--- config.mk ---
export PLATFORM = sky130hd
export DESIGN_NAME = clause_sweep_controller_flat
export DESIGN_NICKNAME = d
export VERILOG_FILES = /design/src/rtl/clause_sweep_controller_if.sv /design/src/rtl/clause_sweep_controller.sv /design/src/flat_wrapper.sv
export SDC_FILE = /design/constraint.sdc
export NUM_CORES = 1
export LEC_CHECK = 0
export CAP_MARGIN = 20
export CORE_UTILIZATION = 45
export DETAILED_ROUTE_END_ITERATION = 8
export PLACE_DENSITY = 0.79
export SLEW_MARGIN = 10
export SYNTH_ARGS = -nofsm -noshare
export SYNTH_HDL_FRONTEND = slang
export SYNTH_SLANG_ARGS = --single-unit
--- constraint.sdc ---
create_clock -name in_clk -period 2.2 [get_ports in_clk]
set_clock_uncertainty 0.15 [all_clocks]
set_input_delay 0.33 -clock in_clk [delete_from_list [all_inputs] [get_ports in_clk]]
set_output_delay 0.33 -clock in_clk [all_outputs]
set_load 0.005 [all_outputs]
--- src/rtl/clause_sweep_controller_if.sv ---
// Handshake bundle between the clause sweep controller, the clause memory/checker pair
// and the downstream consumer of the sweep results.
interface clause_sweep_controller_if #(
  parameter int unsigned PAIR_AW = 2,
  parameter int unsigned IDX_W   = 3,
  parameter int unsigned CNT_W   = 4
);
  logic               in_start;
  logic [1:0]         in_satisfied_flag;
  logic [PAIR_AW-1:0] out_clause_pair_addr;
  logic               out_checker_enable;
  logic               out_busy;
  logic               out_done;
  logic               out_all_satisfied;
  logic [CNT_W-1:0]   out_unsat_count;
  logic               out_first_unsat_valid;
  logic [IDX_W-1:0]   out_first_unsat_index;

  modport master (
    input  in_start, in_satisfied_flag,
    output out_clause_pair_addr, out_checker_enable, out_busy, out_done,
           out_all_satisfied, out_unsat_count, out_first_unsat_valid, out_first_unsat_index
  );

  modport slave (
    output in_start, in_satisfied_flag,
    input  out_clause_pair_addr, out_checker_enable, out_busy, out_done,
           out_all_satisfied, out_unsat_count, out_first_unsat_valid, out_first_unsat_index
  );
endinterface

--- src/rtl/clause_sweep_controller.sv ---
// Walks the clause memory one pair at a time, drives the two-clause checker and
// accumulates the unsatisfied count and lowest unsatisfied clause index for the sweep.
module clause_sweep_controller #(
  parameter int unsigned NUM_CLAUSES = 8,
  parameter int unsigned PAIR_AW     = 2,
  parameter int unsigned IDX_W       = 3,
  parameter int unsigned CNT_W       = 4
) (
  input  logic                        in_clk,
  input  logic                        in_reset,
  clause_sweep_controller_if.master   sweep
);
  localparam int unsigned        NUM_PAIRS = (NUM_CLAUSES + 1) / 2;
  localparam logic [PAIR_AW-1:0] LAST_K    = PAIR_AW'(NUM_PAIRS - 1);
  localparam bit                 ODD_TAIL  = (NUM_CLAUSES % 2) == 1;

  typedef enum logic [1:0] {S_IDLE, S_FETCH, S_CHECK, S_DONE} state_t;

  state_t             state, state_next;
  logic [PAIR_AW-1:0] pair_k;
  logic [CNT_W-1:0]   acc_count, cnt_next;
  logic               acc_fv, fv_next;
  logic [IDX_W-1:0]   acc_idx, idx_next;
  logic               res_all_sat, res_fv;
  logic [CNT_W-1:0]   res_count;
  logic [IDX_W-1:0]   res_idx;
  logic [1:0]         unsat;
  logic [IDX_W-1:0]   idx_even, idx_odd;
  logic               last_pair;

  assign last_pair = (pair_k == LAST_K);

  // Slot 2 of the final pair is a phantom clause when the clause count is odd.
  always_comb begin
    unsat    = ~sweep.in_satisfied_flag;
    if (ODD_TAIL && last_pair) unsat[1] = 1'b0;
    idx_even = IDX_W'({pair_k, 1'b0});
    idx_odd  = idx_even | IDX_W'(1);
    cnt_next = acc_count + CNT_W'(unsat[0]) + CNT_W'(unsat[1]);
    fv_next  = acc_fv | unsat[0] | unsat[1];
    idx_next = acc_idx;
    if (!acc_fv) begin
      if (unsat[0])      idx_next = idx_even;
      else if (unsat[1]) idx_next = idx_odd;
    end
  end

  always_comb begin
    state_next = state;
    case (state)
      S_IDLE:  if (sweep.in_start) state_next = S_FETCH;
      S_FETCH: state_next = S_CHECK;
      S_CHECK: state_next = last_pair ? S_DONE : S_FETCH;
      S_DONE:  state_next = S_IDLE;
      default: state_next = S_IDLE;
    endcase
  end

  always_ff @(posedge in_clk) begin
    if (in_reset) begin
      state       <= S_IDLE;
      pair_k      <= '0;
      acc_count   <= '0;
      acc_fv      <= 1'b0;
      acc_idx     <= '0;
      res_all_sat <= 1'b0;
      res_count   <= '0;
      res_fv      <= 1'b0;
      res_idx     <= '0;
    end else begin
      state <= state_next;
      case (state)
        S_IDLE: begin
          pair_k <= '0;
          if (sweep.in_start) begin
            acc_count <= '0;
            acc_fv    <= 1'b0;
            acc_idx   <= '0;
          end
        end
        S_CHECK: begin
          acc_count <= cnt_next;
          acc_fv    <= fv_next;
          acc_idx   <= idx_next;
          // Results take the final pair's contribution directly so they are valid in DONE.
          if (last_pair) begin
            pair_k      <= '0;
            res_all_sat <= (cnt_next == '0);
            res_count   <= cnt_next;
            res_fv      <= fv_next;
            res_idx     <= idx_next;
          end else begin
            pair_k <= pair_k + PAIR_AW'(1);
          end
        end
        default: ;
      endcase
    end
  end

  assign sweep.out_clause_pair_addr  = pair_k;
  assign sweep.out_checker_enable    = (state == S_CHECK);
  assign sweep.out_busy              = (state == S_FETCH) || (state == S_CHECK);
  assign sweep.out_done              = (state == S_DONE);
  assign sweep.out_all_satisfied     = res_all_sat;
  assign sweep.out_unsat_count       = res_count;
  assign sweep.out_first_unsat_valid = res_fv;
  assign sweep.out_first_unsat_index = res_idx;
endmodule

--- src/flat_wrapper.sv ---
// flat-port wrapper written by rule: the top's interface ports become plain ports
module clause_sweep_controller_flat 
#(
  parameter int unsigned NUM_CLAUSES = 8,
  parameter int unsigned PAIR_AW     = 2,
  parameter int unsigned IDX_W       = 3,
  parameter int unsigned CNT_W       = 4
)
  (in_clk, in_reset, sweep_in_start, sweep_in_satisfied_flag, sweep_out_clause_pair_addr, sweep_out_checker_enable, sweep_out_busy, sweep_out_done, sweep_out_all_satisfied, sweep_out_unsat_count, sweep_out_first_unsat_valid, sweep_out_first_unsat_index);
  clause_sweep_controller_if #(.PAIR_AW(PAIR_AW), .IDX_W(IDX_W), .CNT_W(CNT_W)) sweep_i ();
  input  logic in_clk;
  input  logic in_reset;
  input wire logic [$bits(sweep_i.in_start)-1:0] sweep_in_start;
  input wire logic [$bits(sweep_i.in_satisfied_flag)-1:0] sweep_in_satisfied_flag;
  output wire logic [$bits(sweep_i.out_clause_pair_addr)-1:0] sweep_out_clause_pair_addr;
  output wire logic [$bits(sweep_i.out_checker_enable)-1:0] sweep_out_checker_enable;
  output wire logic [$bits(sweep_i.out_busy)-1:0] sweep_out_busy;
  output wire logic [$bits(sweep_i.out_done)-1:0] sweep_out_done;
  output wire logic [$bits(sweep_i.out_all_satisfied)-1:0] sweep_out_all_satisfied;
  output wire logic [$bits(sweep_i.out_unsat_count)-1:0] sweep_out_unsat_count;
  output wire logic [$bits(sweep_i.out_first_unsat_valid)-1:0] sweep_out_first_unsat_valid;
  output wire logic [$bits(sweep_i.out_first_unsat_index)-1:0] sweep_out_first_unsat_index;
  assign sweep_i.in_start = sweep_in_start;
  assign sweep_i.in_satisfied_flag = sweep_in_satisfied_flag;
  assign sweep_out_clause_pair_addr = sweep_i.out_clause_pair_addr;
  assign sweep_out_checker_enable = sweep_i.out_checker_enable;
  assign sweep_out_busy = sweep_i.out_busy;
  assign sweep_out_done = sweep_i.out_done;
  assign sweep_out_all_satisfied = sweep_i.out_all_satisfied;
  assign sweep_out_unsat_count = sweep_i.out_unsat_count;
  assign sweep_out_first_unsat_valid = sweep_i.out_first_unsat_valid;
  assign sweep_out_first_unsat_index = sweep_i.out_first_unsat_index;
  clause_sweep_controller #(.NUM_CLAUSES(NUM_CLAUSES), .PAIR_AW(PAIR_AW), .IDX_W(IDX_W), .CNT_W(CNT_W)) u_core (.in_clk(in_clk), .in_reset(in_reset), .sweep(sweep_i));
endmodule
== After elaboration in Yosys (flattened, before gate mapping) ==
Cells that the tools add are included.

* Shift operators: 0
* Bitwise gates (word level): 3
* Divide/modulo/power cells: 0
* Reduce and logical (&&, ||, !) cells: 6
* Equal/unequal tests: 5
* Add/sub/neg operators: 3
* Muxes and demuxes: 14
* Order comparisons: 0
* $mul: 0

{| class="wikitable"
|+ Operators by type and width
! kind !! count
|-
| $mux 3 || 4
|-
| $add 4x1->4 || 2
|-
| $pmux 2 s4 || 1
|-
| $pmux 4 s2 || 1
|-
| $eq 2x2->1 const B || 3
|-
| $mux 2 || 3
|-
| $pmux 3 s2 || 1
|-
| $logic_not 4->1 || 1
|-
| $mux 4 || 1
|-
| $pmux 2 s2 || 1
|-
| $reduce_and 2->1 || 2
|-
| $add 2x1->2 const B || 1
|-
| $eq 2x1->1 const B || 1
|-
| $logic_not 2->1 || 1
|-
| $ne 2x2->1 const B || 1
|-
| $not 2->2 || 1
|-
| $or 1x1->1 || 2
|-
| $pmux 1 s2 || 1
|-
| $reduce_bool 2->1 || 1
|-
| $logic_or 1x1->1 || 1
|-
| $mux 1 || 1
|}

* Memory bits (read-only): 0
* Input bits: 5
* Flip-flop bits (word level): 21
* Latch bits: 0
* Output and inout bits: 14
* Memories: 0
* Memory bits (writable): 0

== Logic depth before layout (Yosys ltp) ==
Gate-level depths: netlist (run 1).

* Depth after elaboration: 5
* Gate-level depth with buffers: 7

== Worst setup path after synthesis (run 1) ==
Ideal clock, no wire load.

* Kind: input port to flip-flop
* Start: in sweep_in_satisfied_flag[0]
* End: reg u_core.res_all_sat (netlist: u_core.sweep.out_all_satisfied)
* Stages: 6
* Data required time: 1.963 ns
* Setup slack: 0.572 ns
* Arrival: 1.391 ns
* Cell sequence: fa_1 > inv_1 > ha_1 > xnor2_1 > nand4b_1 > o31ai_1

* Cells in the longest elaborated chain, start to end: 4

{| class="wikitable"
|+ Ends and longest elaborated chain
! item !! RTL line !! text
|-
| start, declared || flat_wrapper.sv:14 || <nowiki>input wire logic [$bits(sweep_i.in_satisfied_flag)-1:0] sweep_in_satisfied_flag;</nowiki>
|-
| $not 2->2 || clause_sweep_controller.sv:35 || <nowiki>unsat = ~sweep.in_satisfied_flag;</nowiki>
|-
| $add 4x1->4 (2 in series) || clause_sweep_controller.sv:39 || <nowiki>cnt_next = acc_count + CNT_W'(unsat[0]) + CNT_W'(unsat[1]);</nowiki>
|-
| $logic_not 4->1 || clause_sweep_controller.sv:88 || <nowiki>res_all_sat <= (cnt_next == '0);</nowiki>
|-
| end signal, assigned || clause_sweep_controller.sv:88 ||
|-
| end, declared || clause_sweep_controller.sv:24 || <nowiki>logic res_all_sat, res_fv;</nowiki>
|}

Every way passes these cells.
A chain may end at the register's enable or synchronous reset.

== Worst setup path in the final report (run 1) ==
* Start: reg u_core.state[1]
* End: out sweep_out_checker_enable

* Cells in the longest elaborated chain, start to end: 1

{| class="wikitable"
|+ Ends and longest elaborated chain
! item !! RTL line !! text
|-
| start, declared || clause_sweep_controller.sv:19 || <nowiki>state_t state, state_next;</nowiki>
|-
| start signal, assigned || clause_sweep_controller.sv:71 || <nowiki>state <= state_next;</nowiki>
|-
| $eq 2x2->1 || clause_sweep_controller.sv:102 || <nowiki>assign sweep.out_checker_enable = (state == S_CHECK);</nowiki>
|-
| end, declared || flat_wrapper.sv:16 || <nowiki>output wire logic [$bits(sweep_i.out_checker_enable)-1:0] sweep_out_checker_enable;</nowiki>
|}

Every way passes these cells.

==> results of run 1 <==
synth_stat cells:
cell | n | share of area [%]
and3b_2 | 1 | 1.0
nand3_1 | 2 | 1.0
nand2_1 | 11 | 4.3
nor2_1 | 17 | 6.6
inv_1 | 5 | 1.9
nor3b_1 | 1 | 0.78
o22a_1 | 1 | 0.91
nand2b_1 | 2 | 1.3
ha_1 | 5 | 6.5
nand2b_2 | 1 | 0.91
and2_1 | 1 | 0.65
a22oi_1 | 5 | 3.9
buf_2 | 2 | 1.0
nor3_1 | 4 | 2.1
dfxtp_1 | 21 | 43
a21oi_1 | 9 | 4.7
xnor2_1 | 2 | 1.8
mux2i_1 | 1 | 1.0
o22ai_1 | 1 | 0.65
a311oi_1 | 3 | 2.7
o21ai_1 | 1 | 0.52
clkbuf_1 | 2 | 0.78
a211oi_1 | 3 | 2.3
a32oi_1 | 1 | 0.91
nand4b_1 | 1 | 0.91
nand3b_1 | 2 | 1.6
and2_0 | 1 | 0.65
o31ai_1 | 1 | 0.78
o21ai_0 | 1 | 0.52
nor2b_1 | 1 | 0.65
buf_6 | 1 | 1.2
fa_1 | 1 | 2.1
timing repair:
item | CTS | global route
gates resized for setup | 1 | 0
setup buffers | 0 | 0
endpoints found under the hold margin | 0 | 0
setup endpoints to repair | 1 | 0
tightest hold or removal path, cell delays in order, from the launching register on:
cell and delay (ns):
dfxtp_1 0.33, nand2_1 0.05, a21oi_1 0.05
power breakdown:
| part | switching [W] | total (W) | internal [W] | leakage, nW |
|---|---|---|---|---|
| Clock | 0.000123 | 0.000191 | 0.0000681 | 0.0177 |
| Combinational | 0.000115 | 0.000204 | 0.0000895 | 0.244 |
| Sequential | 0.0000190 | 0.000416 | 0.000397 | 0.170 |
path summary, 6_finish.rpt:
check | startpoint | endpoint | cells after the start
min | u_core.sweep.out_first_unsat_index[0]$_SDFFE_PP0P_ | u_core.sweep.out_first_unsat_index[0]$_SDFFE_PP0P_ | 2
max | u_core.state[1]$_SDFFE_PP0P_ | sweep_out_checker_enable | 2
max reg2reg | u_core.state[1]$_SDFFE_PP0P_ | u_core.sweep.out_first_unsat_index[2]$_SDFFE_PP0P_ | 4
min reg2reg | u_core.sweep.out_first_unsat_index[0]$_SDFFE_PP0P_ | u_core.sweep.out_first_unsat_index[0]$_SDFFE_PP0P_ | 2
cells by family after synthesis:
logic type      synth area share (%)
compound gates                  17.9
xor+xnor                        1.81
fa+ha+maj                       8.54
buf+inv                         4.92
flops                           43.5
mux                             1.03
simple gates                    22.4
per-layer routing:
metal	vias up	share of wire, %	wire length (µm)	global-route usage [%]
met5	-	0	0	0
met1	398	47	931	24.1
met2	24	46	917	28.9
li1	431	-	-	-
met4	0	0.76	15	5.39
met3	2	5.8	114	3.77
layout make-up:
| class | count | area, µm² |
|---|---|---|
| Timing Repair Buffer | 21 | 203 |
| Fill cell | 167 | 777 |
| Multi-Input combinational cell | 80 | 502 |
| Clock inverter | 1 | 5.00 |
| Sequential cell | 21 | 420 |
| Clock buffer | 3 | 22.5 |
| Inverter | 5 | 18.8 |
| Tap cell | 27 | 33.8 |
state kept, by name (all words and copies together) (netlist names):
signal,count
u_core.acc_count,4
u_core.acc_fv,1
u_core.acc_idx,3
u_core.state,2
u_core.sweep.out_all_satisfied,1
u_core.sweep.out_clause_pair_addr,2
u_core.sweep.out_first_unsat_index,3
u_core.sweep.out_first_unsat_valid,1
u_core.sweep.out_unsat_count,4
metrics by stage:
stage	cell area [µm²]	util (%)	setup slack (ns)	hold slack [ns]
2_1_floorplan	967	-	0.572	0.281
3_3_place_gp	1170	59.3	0.0441	0.293
3_5_place_dp	1170	59.3	-0.000586	0.304
4_1_cts	1200	60.8	0.0830	0.321
5_1_grt	1200	60.8	0.0125	0.344
6_report	1200	60.8	0.0837	0.315
==> results.yml, run 1 <==
route:
  drt_pass1_iterations: 4
  wl_per_cell_um: 12.5
  routed-via-count: 855
  wl_mm: 1.98
  drt_iter0_drc: 28
  drcViolationCount: 0
  vias_per_cell: 5.41
  antenna_left: 0
power_and_ir_drop:
  power_density_mw_per_mm2: 673
  power.total_w: 0.000810
  power_leakage_nw: 0.432
  worst_ir_drop_vdd_uv: 370
finish:
  final_nets: 143
  final_cell_mix: "dfxtp_1 (21), clkdlybuf4s50_1 (18), nor2_1 (17), nand2_1 (11), a21oi_1 (9)"
  antenna-diode-count: 0
  drive_gt1_share_pct: 7.63
  fin_cells: 158
  areaGrowthSynthToFinish_pct: 24.6
  final_common_cell: "dfxtp_1"
sta:
  slew_headroom_pct: 64.1
  min_period_over_period_pct: 96.2
  rsz0062_at_grt: "no"
  finalCriticalPeriod_ns: 2.12
  drv_slew: 0
  setup_violations: 0
  finalSetupTns_ns: 0
  fmaxAchievable_mhz: 473
  worst_slew_pin_slew_ns: 0.535
  hold_viol: 0
floorplan:
  ios: 19
  core_area_mm2: 0.00198
  die_y_um: 48.4
  rows: 16
  die_area_mm2: 0.00234
  start_util_pct: 48.8
  die_x_um: 48.4
setup_path:
  end_kind: "primary output"
  reg2reg_slack_ns: 0.39
  crit_type: "reg2out"
  critical_path.top_delay_family: "buffers and inverters"
  critical_path.max_stage_delay_ns: 0.55
  arrival_ns: 1.64
  cp.required_ns: 1.72
  worstPathCellList: "ha_2 > clkdlybuf4s50_1"
  cp_slowest_cell: "clkdlybuf4s50_1"
  cp_num_buf_inv: 1
  crit_fanout: 14
  worst_setup_path_start_kind: "register"
synth:
  synthesis.area_um2: 967
  yosys_warnings: 0
  netlist_instances: 111
  synth_cell_type_count: 32
  syn_area_per_cell_um2: 8.71
  syn_nets: 122
  ys_seq_area_share_pct: 43.5
  ys_seq_elements: 21
clock_tree:
  clk_pin_slew_ns: 0.12
  hold_buffers: 0
  numClockSinks: 21
  cts_tree: "yes"
  cts_buffer_depth: 2
  clk_latency_ns: 0.31
  htree_levels: 1
  cts_root_buffer: "clkbuf_4"
  cts_made_buffers: 3
placed_design:
  hpwl_mm: 1.43
  placed_cells: 154
  gp_congestion: 0.779
  io_buffers: 18
global_routing:
  groute.usage.overall_pct: 17.9
  antenna_found_initial: 0
  grt_overflow: 0
  grt_pass1_vias: 770
  grt_max_degree: 15
  grt_first_pass_wirelength_mm: 3.33
job:
  maxCapViolCount: 0
outcome:
  status: "finished, final reports clean"
hold_path:
  hp-class: "reg2reg"
Power figures use the tool's default switching activity.
==> run 2, diff against run 1 <==
Settings changed: SLEW_MARGIN 10 to default.
==> results of run 2 <==
No change in the layout: final DEF, timing and power equal those of run 1.
==> run 3, diff against run 2 <==
Settings changed: CAP_MARGIN 20 to 30, DONT_BUFFER_PORTS from default to 1, GPL_TIMING_DRIVEN from default to 0, PLACE_DENSITY 0.79 to 0.68.
==> run 3 against run 2 <==
- die area unchanged
- critical path depth is 5 higher
- cell count fell by 9.5%
- critical path type is now reg2reg
- critical endpoint is now u_core.sweep.out_all_satisfied$_SDFFE_PP0P_
- largest cell class unchanged
==> results.yml, run 3 (synthesized netlist as in run 1, its figures left out) <==
outcome:
  status: "finished, final reports clean"
finish:
  post-route-util_pct: 52.4
  antenna-diode-count: 0
  drive_gt1_share_pct: 7.76
  design_area_mm2: 0.00104
  register_area_um2: 420
  final_cell_mix: "dfxtp_1 (21), nor2_1 (17), nand2_1 (11), a21oi_1 (9)"
  final_common_cell: "dfxtp_1"
  areaGrowthSynthToFinish_pct: 7.37
  final_nets: 128
  multi_input_area_um2: 499
  n_fill_cell: 186
setup_path:
  cp.required_ns: 2.28
  worstReg2RegStart: "u_core.acc_count[0]$_SDFFE_PP0P_"
  worstPathCellList: "inv_1 > fa_1 > inv_1 > ha_1 > xnor2_1 > nand4b_1 > o31ai_1"
  critPathLaunch: "u_core.acc_count[0]$_SDFFE_PP0P_"
  reg2reg_slack_ns: 0.48
  crit_end: "u_core.sweep.out_all_satisfied$_SDFFE_PP0P_"
  critical_path.max_stage_delay_ns: 0.36
  end_kind: "register"
  worst_setup_path_start_kind: "register"
  r2r_cells: 7
  crit_top_cell: "inv_1"
  crit_fanout: 3
  arrival_ns: 1.80
  r2r-end: "u_core.sweep.out_all_satisfied$_SDFFE_PP0P_"
  crit_type: "reg2reg"
  cp_slowest_cell: "fa_1"
route:
  wl_mm: 1.91
  routed-via-count: 790
  vias_per_cell: 5.52
  drt_iter0_drc: 23
  drt_pass1_iterations: 4
  antenna_left: 0
  drcViolationCount: 0
  wl_per_cell_um: 13.3
global_routing:
  antenna_found_initial: 0
  grt_pass1_vias: 803
  grt_max_degree: 13
  groute.usage.overall_pct: 18.6
  grt_overflow: 0
  grt_first_pass_wirelength_mm: 3.49
job:
  maxCapViolCount: 0
power_and_ir_drop:
  power_leakage_nw: 0.379
  power_density_mw_per_mm2: 736
  worst_ir_drop_vdd_uv: 337
  power.total_w: 0.000764
floorplan:
  core_area_mm2: 0.00198
  rows: 16
  die_y_um: 48.4
  start_util_pct: 48.8
  die_area_mm2: 0.00234
  die_x_um: 48.4
  ios: 19
clock_tree:
  cts_made_buffers: 3
  cts_root_buffer: "clkbuf_4"
  numClockSinks: 21
  cts_tree: "yes"
  cts_setup_buffers: 0
  clk_latency_ns: 0.30
  clk_pin_slew_ns: 0.11
  cts_buffer_depth: 2
  htree_levels: 1
  hold_buffers: 1
  cts_resized: 0
placed_design:
  dp_slack_ns: 0.487
  gp_congestion: 0.768
  dpl_cell_area_mm2: 0.00100
  io_buffers: 0
  hpwl_mm: 1.43
sta:
  fin_ws_ns: 0.480
  rsz0062_at_grt: "no"
  slew_headroom_pct: 66.1
  hold_viol: 0
  min_period_over_period_pct: 78.2
  finalCriticalPeriod_ns: 1.72
  fmaxAchievable_mhz: 581
  worst_slew_pin_slew_ns: 0.505
  drv_slew: 0
  finalSetupTns_ns: 0
  setup_violations: 0
hold_path:
  hp-class: "in2reg"
## run 3: stage by stage
| step | cells | hold slack, ns |
|---|---|---|
| CTS | 143 | 0.0452 |
| floorplan | 111 | 0.281 |
| global placement | 138 | 0.285 |
| finish | 143 | 0.0562 |
| detailed placement | 138 | 0.286 |
| global route | 143 | 0.0595 |
## run 3: how the worst min path moves through the flow
stage / startpoint / end / slack (ns) / cells after the start
finish: in_reset / u_core.sweep.out_all_satisfied$_SDFFE_PP0P_ / 0.06 / 2
global route: in_reset / u_core.acc_idx[1]$_SDFFE_PP0P_ / 0.06 / 2
CTS: in_reset / u_core.sweep.out_all_satisfied$_SDFFE_PP0P_ / 0.05 / 2
detailed placement: in_reset / u_core.sweep.out_all_satisfied$_SDFFE_PP0P_ / 0.29 / 1
global placement: in_reset / u_core.sweep.out_all_satisfied$_SDFFE_PP0P_ / 0.28 / 1
floorplan: in_reset / u_core.sweep.out_all_satisfied$_SDFFE_PP0P_ / 0.28 / 1
## run 3: area by class of cell
class	instances	area share [%]
buffer	5	2.77
clock buffer	3	2.17
clock inverter	1	0.482
inverter	5	1.81
multi-input combinational	80	48.1
sequential	21	40.5
tap	27	3.25
timing repair buffer	1	0.964
## run 3: metal layers
metal  GRT usage [%]  wire (µm)
met3            3.14        105
met5               0          0
met1            24.3        881
met4            4.41         18
met2            32.2        903
## run 3: critical path, delay by kind of cell (launching register included)
| family | cells | cell delay (ns) |
|---|---|---|
| AOI/OAI and AO/OA | 1 | 0.18 |
| DFF | 1 | 0.35 |
| adders and majority gates | 2 | 0.55 |
| and+or+nand+nor | 1 | 0.12 |
| buffers and inverters | 2 | 0.12 |
| xor gates and xnor gates | 1 | 0.17 |
## run 3: report_power, final
group / switching (W) / total (W) / internal, W
combinational: 0.000104 / 0.000165 / 0.0000607
clock: 0.000114 / 0.000182 / 0.0000677
sequential: 0.0000202 / 0.000417 / 0.000397
total: 0.000239 / 0.000764 / 0.000525
